==> config.mk <==
export PLATFORM = sky130hd
export DESIGN_NAME = simulation_top
export DESIGN_NICKNAME = d
export VERILOG_FILES = /design/src/rtl/simulation_top_pkg.sv /design/src/rtl/simulation_top_mac.sv /design/src/rtl/simulation_top.sv
export SDC_FILE = /design/constraint.sdc
export NUM_CORES = 1
export LEC_CHECK = 0
export BUFFER_PORTS_ARGS = -buffer_cell sky130_fd_sc_hd__buf_2
export CAP_MARGIN = 20
export CELL_PAD_IN_SITES_DETAIL_PLACEMENT = 1
export CELL_PAD_IN_SITES_GLOBAL_PLACEMENT = 1
export CORE_AREA = 2 2 39 41
export DETAILED_ROUTE_END_ITERATION = 8
export DIE_AREA = 0 0 41 43
export PLACE_DENSITY_LB_ADDON = 0.1
export SLEW_MARGIN = 15
export SYNTH_ARGS = -nofsm -noshare
export SYNTH_HDL_FRONTEND = slang
export SYNTH_SLANG_ARGS = --single-unit
==> constraint.sdc <==
create_clock -name clk -period 1.6 [get_ports clk]
set_input_delay 0.08 -clock clk [delete_from_list [all_inputs] [get_ports clk]]
set_output_delay 0.08 -clock clk [all_outputs]
set_load 0.01 [all_outputs]
==> src/rtl/simulation_top_pkg.sv <==
// Shared types and helpers for the multicore matrix-vector bring-up top.
// golden_result() also serves the optional SIMULATION_TOP_CHECK_EN self-checker.
package simulation_top_pkg;

  typedef enum logic [2:0] {
    ST_IDLE  = 3'd0,
    ST_LOAD  = 3'd1,
    ST_RUN   = 3'd2,
    ST_STORE = 3'd3,
    ST_DONE  = 3'd4
  } state_t;

  function automatic int acc_width(input int data_width, input int k_len);
    return 2 * data_width + $clog2(k_len + 1);
  endfunction

  // Expected dot product of row `core` with the shared vector, operands truncated to data_width.
  function automatic longint unsigned golden_result(input int core, input int k_len,
                                                    input int data_width);
    longint unsigned sum;
    longint unsigned mask;
    longint unsigned av;
    longint unsigned bv;
    mask = (64'd1 << data_width) - 64'd1;
    sum  = 64'd0;
    for (int k = 0; k < k_len; k++) begin
      av  = 64'(core + k + 1) & mask;
      bv  = 64'(k + 1) & mask;
      sum = sum + av * bv;
    end
    return sum;
  endfunction

endpackage

==> src/rtl/simulation_top_mac.sv <==
// Single unsigned multiply-accumulate lane; clear has priority over en.
module mac_core #(
  parameter int DATA_WIDTH = 8,
  parameter int ACC_WIDTH  = 19
) (
  input  logic                  clk,
  input  logic                  rstN,
  input  logic                  clear,
  input  logic                  en,
  input  logic [DATA_WIDTH-1:0] a,
  input  logic [DATA_WIDTH-1:0] b,
  output logic [ACC_WIDTH-1:0]  acc
);

  logic [2*DATA_WIDTH-1:0] w_prod;
  logic [ACC_WIDTH-1:0]    r_acc;

  assign w_prod = {{DATA_WIDTH{1'b0}}, a} * {{DATA_WIDTH{1'b0}}, b};

  // Accumulator: wraps modulo 2^ACC_WIDTH.
  always_ff @(posedge clk or negedge rstN) begin
    if (!rstN) begin
      r_acc <= '0;
    end else if (clear) begin
      r_acc <= '0;
    end else if (en) begin
      r_acc <= r_acc + ACC_WIDTH'(w_prod);
    end else begin
      r_acc <= r_acc;
    end
  end

  assign acc = r_acc;

endmodule

==> src/rtl/simulation_top.sv <==
// Multicore lock-step matrix-vector top: FSM, step index, operands and result_mem.
// Optional self-check on DONE entry when SIMULATION_TOP_CHECK_EN is defined.
module simulation_top
  import simulation_top_pkg::*;
#(
  parameter int CORE_COUNT = 2,
  parameter int K          = 4,
  parameter int DATA_WIDTH = 8
) (
  input  logic clk,
  input  logic rstN,
  input  logic startN,
  output logic processor_ready,
  output logic processDone
);

  localparam int ACC_WIDTH = acc_width(DATA_WIDTH, K);
  localparam int KW        = (K > 1) ? $clog2(K) : 1;
  localparam logic [KW-1:0] K_LAST = KW'(K - 1);

  state_t                  r_state;
  state_t                  w_state_nxt;
  logic [KW-1:0]           r_k;
  logic                    r_ready;
  logic                    r_done;
  logic [DATA_WIDTH-1:0]   r_a [CORE_COUNT][K];
  logic [DATA_WIDTH-1:0]   r_b [K];
  logic [ACC_WIDTH-1:0]    w_acc [CORE_COUNT];
  logic [ACC_WIDTH-1:0]    result_mem [CORE_COUNT];

  // Next-state decode; startN only matters in IDLE and DONE.
  always_comb begin
    w_state_nxt = r_state;
    case (r_state)
      ST_IDLE:  if (!startN) w_state_nxt = ST_LOAD; else w_state_nxt = ST_IDLE;
      ST_LOAD:  w_state_nxt = ST_RUN;
      ST_RUN:   if (r_k == K_LAST) w_state_nxt = ST_STORE; else w_state_nxt = ST_RUN;
      ST_STORE: w_state_nxt = ST_DONE;
      ST_DONE:  if (!startN) w_state_nxt = ST_LOAD; else w_state_nxt = ST_DONE;
      default:  w_state_nxt = ST_IDLE;
    endcase
  end

  // State, step index and registered status flags.
  always_ff @(posedge clk or negedge rstN) begin
    if (!rstN) begin
      r_state <= ST_IDLE;
      r_k     <= '0;
      r_ready <= 1'b1;
      r_done  <= 1'b0;
    end else begin
      r_state <= w_state_nxt;
      r_ready <= (w_state_nxt == ST_IDLE) || (w_state_nxt == ST_DONE);
      r_done  <= (w_state_nxt == ST_DONE);
      if (r_state == ST_LOAD) begin
        r_k <= '0;
      end else if (r_state == ST_RUN) begin
        r_k <= r_k + KW'(1);
      end else begin
        r_k <= r_k;
      end
    end
  end

  // Operand tables are fixed patterns, (re)loaded only by reset.
  always_ff @(posedge clk or negedge rstN) begin
    if (!rstN) begin
      for (int c = 0; c < CORE_COUNT; c++) begin
        for (int k = 0; k < K; k++) begin
          r_a[c][k] <= DATA_WIDTH'(c + k + 1);
        end
      end
      for (int k = 0; k < K; k++) begin
        r_b[k] <= DATA_WIDTH'(k + 1);
      end
    end else begin
      r_a <= r_a;
      r_b <= r_b;
    end
  end

  for (genvar g = 0; g < CORE_COUNT; g++) begin : g_core
    mac_core #(
      .DATA_WIDTH(DATA_WIDTH),
      .ACC_WIDTH (ACC_WIDTH)
    ) u_mac (
      .clk  (clk),
      .rstN (rstN),
      .clear(r_state == ST_LOAD),
      .en   (r_state == ST_RUN),
      .a    (r_a[g][r_k]),
      .b    (r_b[r_k]),
      .acc  (w_acc[g])
    );
  end

  // Results are captured from every lane in STORE.
  always_ff @(posedge clk or negedge rstN) begin
    if (!rstN) begin
      for (int c = 0; c < CORE_COUNT; c++) result_mem[c] <= '0;
    end else if (r_state == ST_STORE) begin
      for (int c = 0; c < CORE_COUNT; c++) result_mem[c] <= w_acc[c];
    end else begin
      result_mem <= result_mem;
    end
  end

  assign processor_ready = r_ready;
  assign processDone     = r_done;

`ifdef SIMULATION_TOP_CHECK_EN
  logic r_chk_armed;

  // Flags the first cycle of each DONE visit.
  always_ff @(posedge clk or negedge rstN) begin
    if (!rstN) r_chk_armed <= 1'b0;
    else       r_chk_armed <= (r_state == ST_STORE);
  end

  // Golden comparison of every lane, away from the active edge.
  always @(negedge clk) begin
    if (rstN && r_chk_armed) begin
      automatic int n_pass = 0;
      for (int c = 0; c < CORE_COUNT; c++) begin
        if (result_mem[c] == ACC_WIDTH'(golden_result(c, K, DATA_WIDTH))) begin
          n_pass++;
        end else begin
          $error("simulation_top core %0d result %0d expected %0d", c, result_mem[c],
                 ACC_WIDTH'(golden_result(c, K, DATA_WIDTH)));
        end
      end
      $display("simulation_top check: %0d of %0d cores pass", n_pass, CORE_COUNT);
    end
  end
`else
`endif

endmodule

==> results of run 1 <==
==> flip-flops by register name, indices dropped and copies added, names as in the netlist <==
name and flops:
processor_ready 1, processDone 1, r_k 2, r_state 3
==> repair_timing <==
item,in CTS,in global routing
endpoints found under the hold margin,7,0
gates resized for setup,0,0
hold buffers,1,0
==> worst max-delay path: stages (launching register included) <==
cell and delay (ps):
dfrtp_1 400, ha_1 290, nor2b_1 130, a221o_1 300
==> power groups by stage <==
stage | clock network (mW) | registers (mW) | logic [mW]
floorplan | 0 | 0.323 | 0.247
global placement | 0 | 0.377 | 0.238
detailed placement | 0 | 0.388 | 0.257
CTS | 0.167 | 0.384 | 0.261
global route | 0.178 | 0.409 | 0.292
finish | 0.158 | 0.381 | 0.255
==> kinds of logic (layout without fill, tap and decap cells) <==
kind of cell / count (synthesis) / count (layout) / synth area share (%)
AOI/OAI and AO/OA: 8 / 8 / 17.1
xor gates and xnor gates: 1 / 1 / 2.60
adders and majority gates: 1 / 1 / 3.72
buffers and inverters: 2 / 9 / 3.72
DFF: 7 / 7 / 52.4
muxes: 1 / 1 / 2.97
and+or+nand+nor: 10 / 10 / 17.5
==> layout by cell type, fill, tap and decap left out <==
cell	synthesis	final
o21ai_0	2	2
dfrtp_1	6	6
a21oi_1	1	1
xnor2_1	1	1
dfstp_2	1	1
and2b_1	1	1
buf_2	1	4
nor2_1	2	2
dlygate4sd3_1	0	1
nor2b_1	1	1
ha_1	1	1
a221o_1	2	2
mux2i_1	1	1
clkbuf_1	0	1
nand3b_1	2	2
or2_1	1	1
clkbuf_4	0	3
nand2_1	1	1
o31ai_1	2	2
and3_1	2	2
o21bai_1	1	1
==> synth_stat cells (all sizes together) <==
cell type	n	share of area, %
o31ai	2	4.5
dfrtp	6	45
dfstp	1	7.8
a21oi	1	1.5
nor2	2	2.2
or2	1	1.9
nor2b	1	1.9
nand2	1	1.1
and3	2	3.7
ha	1	3.7
o21ai	2	3.0
mux2i	1	3.0
o21bai	1	2.2
buf	2	3.7
nand3b	2	4.5
xnor2	1	2.6
and2b	1	2.2
a221o	2	5.9
==> final cells by class <==
cell class | count | area (µm²)
Fill cell | 163 | 983
Tap cell | 16 | 20.0
Multi-Input combinational cell | 21 | 148
Timing Repair Buffer | 5 | 30.0
Sequential cell | 7 | 176
Clock buffer | 4 | 26.3
==> metal layers <==
layer / wire length (µm) / vias to the layer above
li1: - / 121
met1: 276 / 123
met2: 388 / 3
met3: 21 / 0
met4: 0 / 0
met5: 0 / -
==> through the flow <==
| step | util [%] | total power, mW | instances | worst slack [ps] |
|---|---|---|---|---|
| floorplan | - | 0.571 | 30 | 422 |
| global placement | 26.3 | 0.616 | 48 | 383 |
| detailed placement | 26.3 | 0.645 | 48 | 361 |
| CTS | 28.9 | 0.813 | 53 | 353 |
| global route | 28.9 | 0.880 | 53 | 302 |
| finish | 28.9 | 0.793 | 53 | 363 |
==> how the worst max path moves through the flow <==
stage | startpoint | endpoint | slack [ps] | cells past startpoint
floorplan | r_k[0] | r_k[1] | 420 | 3
detailed placement | r_k[0] | r_k[1] | 360 | 3
CTS | r_k[0] | r_k[1] | 350 | 3
global route | r_state[1] | r_k[0] | 300 | 2
global placement | r_k[0] | r_k[1] | 380 | 3
finish | r_k[0] | r_k[1] | 360 | 3
==> results by group, run 1 <==
GRT
  – Grt met1 use: between 10% and 20%
  – First-pass GRT wire length: between 1 and 1.5 mm
  – Routing usage on met3: 1.57%
  – Pin count of the biggest net entering global routing: 13
  – Vias in the first global route: 304
  – GRT Total Usage: 11.6%
  – Total grt overflow: 0
  – Global routing usage on met2: 18.1%
  – Initial antenna violation count: 0
  – Gr busiest metal: met2

CTS
  – Clk buf depth: 2
  – Post-CTS Setup Inserts: 0
  – CTS tree: done
  – CTS buffer count: 3
  – CTS Sinks: 7
  – Insertion delay to the later sink of the worst-skew pair: 250 ps
  – Root buffer cell: clkbuf_4
  – H-tree Lvls: 1
  – Worst-path clk slew: 50 ps

Timing
  – Setup TNS: 0 ps
  – Final min period: 1240 ps
  – F_max: 0.808 GHz
  – Slew @ Worst Pin: 356 ps
  – Slew Viols, Final: 0
  – RSZ-0062 raised after global routing: false
  – Rel. slew slack: 76.3%
  – Final Hold Fails: 0
  – Final period utilization: roughly 77%
  – Final worst clock skew: 2.78 ps
  – Setup Viol. Count Final: 0
  – Hold WS: 122 ps

Yosys
  – Post-Syn Instances: 30
  – Ys Warns: 0
  – Post-Syn Nets: 34
  – Synthesized area: 337 µm²
  – Synthesized area per cell: between 10 and 15 µm²
  – Synth Register Bits: 7
  – Post-synthesis sequential area ratio: 52.4%
  – Unique masters post-synth: 19

Critical path
  – FF-to-FF Start: r_k[0]
  – Reg2Reg Setup Slack: 360 ps
  – Worst path required time: 1730 ps
  – CP startpoint kind: flop
  – Crit Path Class: reg -> reg
  – Crit-path max FO: 4
  – Worst R2R End: r_k[1]
  – Crit. End Element: flop
  – Reg2reg path depth: 3
  – Critical path data arrival time: 1370 ps

Power and ir drop
  – Comb pwr share: 32.1%
  – Total power per unit cell area: 1980 nW/µm²
  – Leakage: 0.185 nW
  – Switching Share: between 30% and 40%
  – Clock power share: 19.9%
  – Seq pwr share: between 40% and 50%
  – VDD IR max: 0.000697 V
  – Internal power: 503 µW
  – Switch Pwr: 290 µW

Flow run
  – Maximum capacitance violations: 0

Detailed routing
  – Pre-Repair DR Iteration Count: 2
  – Via-to-Cell Ratio: 4.66
  – Wire length per cell: 12.9 µm
  – Number of remaining DRC errors: 0
  – First DRT Iteration DRCs: 7
  – Via count: 247
  – Antenna-violating nets left: 0
  – Final wirelength: 686 µm

Hold path
  – Hold crit path type: in -> reg
  – Worst hold start: startN
  – Hold path depth: 3
  – Hold Path Sink: r_state[0]

Cells and area
  – Layout cells sized above 1: a little over a fifth
  – Post-route cell area: 400 µm²
  – Nets: 42
  – Antenna cells: 0
  – Synth-to-Final Area Change: 19.0%

Floorplan
  – Die Wd: 41 µm
  – # rows: 14
  – Chip Height: between 40 and 50 µm
  – Die area: 1760 µm²
  – Core area: between 1000 and 1500 µm²
  – Initial Utilization: 24.3%
  – Io pins: 5

Placed design
  – HPWL Detailed: approximately 500 µm
  – Routability-driven placement congestion ratio: 0.559
  – Post-placement cell area: 364 µm²
  – Port Buffer Count: 4

Run status
  – Outcome: finished clean
Note: power is estimated with default switching activity, not from simulation.
==> run 2: changes to the inputs <==
==> constraint.sdc (replaced) <==
create_clock -name clk -period 1.15 [get_ports clk]
set_input_delay 0.0575 -clock clk [delete_from_list [all_inputs] [get_ports clk]]
set_output_delay 0.0575 -clock clk [all_outputs]
set_load 0.01 [all_outputs]
==> results by group, run 2 (synthesized netlist as in run 1, its figures left out) <==
Critical path
  – Critical path's largest stage delay: 390 ps (was 400 ps)
  – Crit. End Element: flop (unchanged)
  – CP startpoint kind: flop (unchanged)
  – Crit Path Class: reg -> reg (unchanged)
  – CP cell instances: ha_1, nor2b_1, a221o_1 (unchanged)
  – FF-to-FF Start: r_k[0] (unchanged)
  – Worst setup path startpoint: r_k[0] (unchanged)
  – WP buf/inv: 0 (unchanged)
  – Top cell family by delay on the critical path: flip-flops (unchanged)
  – Worst path required time: 1290 ps (was 1730 ps)
  – Crit-path slowest cell: dfrtp_1 (unchanged)
  – CP Depth: 3 (unchanged)
  – Critical path data arrival time: 1330 ps (was 1370 ps)
  – Crit-path max FO: 2 (was 4)
  – Reg2reg path depth: 3 (unchanged)

Run status
  – Failing checks: negative setup slack
  – Outcome: finished with violations (was finished clean)

Timing
  – Slew Viols, Final: 0 (unchanged)
  – F_max: 0.838 GHz (was 0.808 GHz)
  – Final Hold Fails: 0 (unchanged)
  – Slew @ Worst Pin: 208 ps (was 356 ps)
  – Final setup margin: -43.6 ps (was 363 ps)
  – Final period utilization: 104% (was 77.3%)
  – Setup Viol. Count Final: 1 (was 0)
  – Rel. slew slack: 86.1% (was 76.3%)
  – Final min period: 1190 ps (was 1240 ps)
  – Final worst clock skew: 1.48 ps (was 2.78 ps)
  – RSZ-0062 raised after global routing: true (was false)

CTS
  – Worst-path clk slew: 50 ps (about the same)
  – Insertion delay to the later sink of the worst-skew pair: 250 ps (about the same)
  – Root buffer cell: clkbuf_4 (unchanged)
  – CTS resizes: 0 (unchanged)
  – CTS Sinks: 7 (unchanged)
  – H-tree Lvls: 1 (unchanged)
  – CTS buffer count: 3 (unchanged)
  – Clk buf depth: 2 (unchanged)
  – CTS tree: done (unchanged)

Power and ir drop
  – Leakage: 0.215 nW (was 0.185 nW)
  – VDD IR max: 0.000858 V (was 0.000697 V)
  – Comb pwr share: 46.4% (was 32.1%)
  – Total power draw: 1.24 mW (was 793 µW)
  – Switch Pwr: 430 µW (was 290 µW)
  – Clock power share: 18.6% (was 19.9%)
  – Switching Share: 34.7% (was 36.5%)
  – Seq pwr share: 35.0% (was 48.0%)
  – Total power per unit cell area: 2780 nW/µm² (was 1980 nW/µm²)
  – Internal power: 809 µW (was 503 µW)

Flow run
  – Maximum capacitance violations: 0 (unchanged)

Cells and area
  – Synth-to-Final Area Change: 32.3% (was 19.0%)
  – Largest regs: r_state: 3 flops, r_k: 2 flops (unchanged)
  – Layout cells sized above 1: 32.6% (was 21.6%)
  – Post-route cell area: 445 µm² (was 400 µm²)
  – Multi-input logic area: 148 µm² (unchanged)
  – Nets: 48 (was 42)
  – Largest register FFs: 3 (unchanged)
  – Most frequent cells in the layout: buf_4 (6), dfrtp_1 (6), buf_2 (4) (was dfrtp_1 (6), buf_2 (4), clkbuf_4 (3))
  – Antenna cells: 0 (unchanged)
  – Largest Register: r_state (unchanged)
  – Sequential Area: 176 µm² (unchanged)
  – Layout fillers: 166 (was 163)

GRT
  – Total grt overflow: 0 (unchanged)
  – Vias in the first global route: 290 (was 304)
  – Pin count of the biggest net entering global routing: 9 (was 13)
  – GRT Total Usage: 10.5% (was 11.6%)
  – Initial antenna violation count: 0 (unchanged)
  – First-pass GRT wire length: 1.14 mm (was 1.31 mm)

Placed design
  – Port Buffer Count: 4 (unchanged)
  – Routability-driven placement congestion ratio: 0.593 (was 0.559)
  – HPWL Detailed: 537 µm (was 502 µm)
  – Post-placement cell area: 402 µm² (was 364 µm²)

Detailed routing
  – Via-to-Cell Ratio: 4.66 (about the same)
  – Pre-Repair DR Iteration Count: 2 (unchanged)
  – Via count: 275 (was 247)
  – Antenna-violating nets left: 0 (unchanged)
  – Final wirelength: 695 µm (was 686 µm)
  – First DRT Iteration DRCs: 2 (was 7)
  – Wire length per cell: 11.8 µm (was 12.9 µm)
  – Number of remaining DRC errors: 0 (unchanged)

Hold path
  – Hold crit path type: in -> reg (unchanged)
  – Worst hold start: startN (unchanged)
  – Hold path depth: 3 (unchanged)

Floorplan
  – Core area: 1380 µm² (unchanged)
  – Die Wd: 41 µm (unchanged)
  – Chip Height: 43 µm (unchanged)
  – Io pins: 5 (unchanged)
  – Die area: 1760 µm² (unchanged)
  – # rows: 14 (unchanged)
  – Initial Utilization: 24.3% (unchanged)
run 2: what timing repair did:
item	4_1_cts	5_1_grt
endpoints found under the setup margin	1	1
buffers inserted	0	1
hold buffers	1	0
endpoints found under the hold margin	7	0
pin swaps	0	0
run 2: layout make-up:
cell class,instances,area share [%]
Timing Repair Buffer,11,16.9
Clock buffer,4,5.90
Multi-Input combinational cell,21,33.1
Sequential cell,7,39.6
Tap cell,16,4.49
run 2: power by group through the flow:
stage,Sequential [mW],Clock (mW),Combinational [mW]
6_report,0.434,0.231,0.575
3_5_place_dp,0.441,0,0.563
2_1_floorplan,0.450,0,0.344
3_3_place_gp,0.435,0,0.535
5_1_grt,0.451,0.254,0.639
4_1_cts,0.441,0.238,0.565
run 2: tightest hold or removal path: stages:
cell and delay (ps):
buf_2 100, or2_1 90, a21oi_1 50
run 2: final timing paths:
path                                   end  slack [ps]
setup / recovery                    r_k[1]         -40
hold / removal                  r_state[0]          90
setup reg to reg                    r_k[1]         -40
hold reg to reg                 r_state[1]         570
max in group asynchronous  processor_ready         760
min in group asynchronous           r_k[0]         160
run 2: metrics by stage:
| step | hold slack, ps | util (%) | TNS [ps] | std cells | setup WS [ps] |
|---|---|---|---|---|---|
| after floorplan | -238 | - | -11.6 | 30 | -11.6 |
| after global placement | -101 | 29.0 | -30.7 | 53 | -30.7 |
| after detailed placement | -94.8 | 29.0 | -47.8 | 53 | -47.8 |
| after CTS | 84.4 | 31.6 | -55.1 | 58 | -55.1 |
| after global routing | 93.0 | 32.2 | -73.5 | 59 | -73.5 |
| final | 89.8 | 32.2 | -43.6 | 59 | -43.6 |
run 2: metal layers:
layer | global-route usage, % | vias up | part of all wire [%]
li1 | - | 134 | -
met1 | 10.9 | 132 | 40
met2 | 15.6 | 6 | 53
met3 | 4.71 | 3 | 3.9
met4 | 8.00 | 0 | 2.9
met5 | 0 | - | 0
==> run 3: changes to the inputs <==
--- a/config.mk
+++ b/config.mk
@@ -5,11 +5,11 @@
 export SDC_FILE = /design/constraint.sdc
 export NUM_CORES = 1
 export LEC_CHECK = 0
-export BUFFER_PORTS_ARGS = -buffer_cell sky130_fd_sc_hd__buf_2
-export CAP_MARGIN = 20
+export BUFFER_PORTS_ARGS = -buffer_cell sky130_fd_sc_hd__buf_4
 export CELL_PAD_IN_SITES_DETAIL_PLACEMENT = 1
 export CELL_PAD_IN_SITES_GLOBAL_PLACEMENT = 1
 export CORE_AREA = 2 2 39 41
+export CTS_BUF_LIST = sky130_fd_sc_hd__clkbuf_4
 export DETAILED_ROUTE_END_ITERATION = 8
 export DIE_AREA = 0 0 41 43
 export PLACE_DENSITY_LB_ADDON = 0.1
==> results by group, run 3 (synthesized netlist as in run 1, its figures left out) <==
Detailed routing
  – Number of remaining DRC errors: 0 (unchanged)
  – First DRT Iteration DRCs: 0 (was 2)
  – Final wirelength: 736 µm (was 695 µm)
  – Wire length per cell: 12.7 µm (was 11.8 µm)
  – Via count: 280 (was 275)
  – Antenna-violating nets left: 0 (unchanged)
  – Via-to-Cell Ratio: 4.83 (was 4.66)
  – Pre-Repair DR Iteration Count: 1 (was 2)

Critical path
  – Crit-path max FO: 2 (unchanged)
  – WP buf/inv: 0 (unchanged)
  – Crit-path slowest cell: dfrtp_1 (unchanged)
  – CP Depth: 3 (unchanged)
  – Crit Path Class: reg -> reg (unchanged)
  – Critical path data arrival time: 1330 ps (about the same)
  – Critical path's largest stage delay: 380 ps (was 390 ps)
  – Crit. End Element: flop (unchanged)
  – Top cell family by delay on the critical path: flip-flops (unchanged)
  – CP cell instances: ha_1, nor2b_1, a221o_1 (unchanged)
  – Reg2reg path depth: 3 (unchanged)
  – CP startpoint kind: flop (unchanged)
  – Worst path required time: 1280 ps (was 1290 ps)

Floorplan
  – Die area: 1760 µm² (unchanged)
  – Io pins: 5 (unchanged)
  – Initial Utilization: 24.3% (unchanged)
  – # rows: 14 (unchanged)
  – Die Wd: 41 µm (unchanged)
  – Chip Height: 43 µm (unchanged)
  – Core area: 1380 µm² (unchanged)

Cells and area
  – Layout cells sized above 1: 33.3% (was 32.6%)
  – Largest regs: r_state: 3 flops, r_k: 2 flops (unchanged)
  – Layout fillers: 155 (was 166)
  – Largest register FFs: 3 (unchanged)
  – Synth-to-Final Area Change: 34.2% (was 32.3%)
  – Most frequent cells in the layout: buf_4 (9), dfrtp_1 (6), clkbuf_4 (4) (was buf_4 (6), dfrtp_1 (6), buf_2 (4))
  – Largest Register: r_state (unchanged)
  – Post-route cell area: 452 µm² (was 445 µm²)
  – Antenna cells: 0 (unchanged)
  – Nets: 47 (was 48)
  – Commonest non-fill, non-tap cell in the layout: buf_4

GRT
  – Vias in the first global route: 314 (was 290)
  – Total grt overflow: 0 (unchanged)
  – First-pass GRT wire length: 1.30 mm (was 1.14 mm)
  – Pin count of the biggest net entering global routing: 9 (unchanged)
  – Initial antenna violation count: 0 (unchanged)
  – GRT Total Usage: 11.5% (was 10.5%)

CTS
  – CTS tree: done (unchanged)
  – CTS buffer count: 3 (unchanged)
  – Root buffer cell: clkbuf_4 (unchanged)
  – Worst-path clk slew: 50 ps (about the same)
  – CTS resizes: 0 (unchanged)
  – Post-CTS Setup Inserts: 0 (unchanged)
  – H-tree Lvls: 1 (unchanged)
  – Clk buf depth: 2 (unchanged)
  – CTS Sinks: 7 (unchanged)
  – Insertion delay to the later sink of the worst-skew pair: 250 ps (about the same)

Timing
  – Final period utilization: 104% (about the same)
  – Slew @ Worst Pin: 221 ps (was 208 ps)
  – Slew Viols, Final: 0 (unchanged)
  – Rel. slew slack: 85.1% (was 86.1%)
  – RSZ-0062 raised after global routing: true (unchanged)
  – Setup Viol. Count Final: 1 (unchanged)
  – F_max: 0.838 GHz (about the same)
  – Hold WS: 76.9 ps (was 89.8 ps)
  – Setup TNS: -43.3 ps (was -43.6 ps)
  – Final worst clock skew: 0.548 ps (was 1.48 ps)
  – Final setup margin: -43.3 ps (was -43.6 ps)
  – Final min period: 1190 ps (about the same)
  – Final Hold Fails: 0 (unchanged)

Placed design
  – Port Buffer Count: 4 (unchanged)
  – Routability-driven placement congestion ratio: 0.628 (was 0.593)
  – Pre-CTS setup slack: -40.5 ps (was -47.8 ps)
  – HPWL Detailed: 559 µm (was 537 µm)
  – Post-placement cell area: 412 µm² (was 402 µm²)

Run status
  – Outcome: finished with violations (unchanged)
  – Failing checks: negative setup slack (unchanged)

Hold path
  – Hold path depth: 3 (unchanged)
  – Hold crit path type: in -> reg (unchanged)

Power and ir drop
  – Leakage: 0.216 nW (was 0.215 nW)
  – Total power per unit cell area: 2790 nW/µm² (was 2780 nW/µm²)
  – VDD IR max: 0.000839 V (was 0.000858 V)

Flow run
  – Maximum capacitance violations: 0 (unchanged)
[run 3: cell types whose count changed in the layout (fill, tap and decap cells not counted)]
cell,before,now
clkbuf_1,1,0
clkbuf_4,3,4
buf_4,6,9
buf_2,4,0
[run 3: cell type report]
cell class                 count  area, µm²  share of cell area, %
multi-input combinational     21        148                   32.7
clock buffer                   4       30.0                   6.65
timing repair buffer          10       77.6                   17.2
tap                           16       20.0                   4.43
sequential                     7        176                   39.1
[run 3: path summary, 6_finish.rpt]
check                            from              end  slack, ps
max                            r_k[1]           r_k[1]        -40
min                            startN       r_state[0]         80
max reg2reg                    r_k[1]           r_k[1]        -40
min reg2reg                r_state[2]       r_state[1]        570
max in group asynchronous        rstN  processor_ready        790
min in group asynchronous        rstN           r_k[1]        160
[run 3: per-stage QoR]
step	std cells	power [mW]	utilization (%)
2_1_floorplan	30	0.794	-
3_3_place_gp	53	0.985	29.7
3_5_place_dp	53	1.03	29.7
4_1_cts	58	1.29	32.6
5_1_grt	58	1.37	32.6
6_report	58	1.26	32.6
[run 3: what timing repair did]
action                                  CTS  global route
endpoints found under the setup margin    1             1
pin swaps                                 0             0
hold buffers                              1             0
hold endpoints to repair                  7             0
[run 3: routing by layer]
layer	vias up	part of all wire, %	GRT usage (%)
met3	0	3.7	4.71
met1	142	39	13.2
li1	133	-	-
met2	5	57	16.6
met4	0	0	8.00
met5	-	0	0
[run 3: worst reg2reg max path, stage by stage, from the launching register on]
cell	delay [ps]
dfrtp_1	380
ha_1	280
nor2b_1	130
a221o_1	280
[run 3: where the power goes]
part	total, mW	internal [mW]	switching, mW
combinational	0.572	0.310	0.262
sequential	0.441	0.369	0.0721
clock	0.246	0.156	0.0904
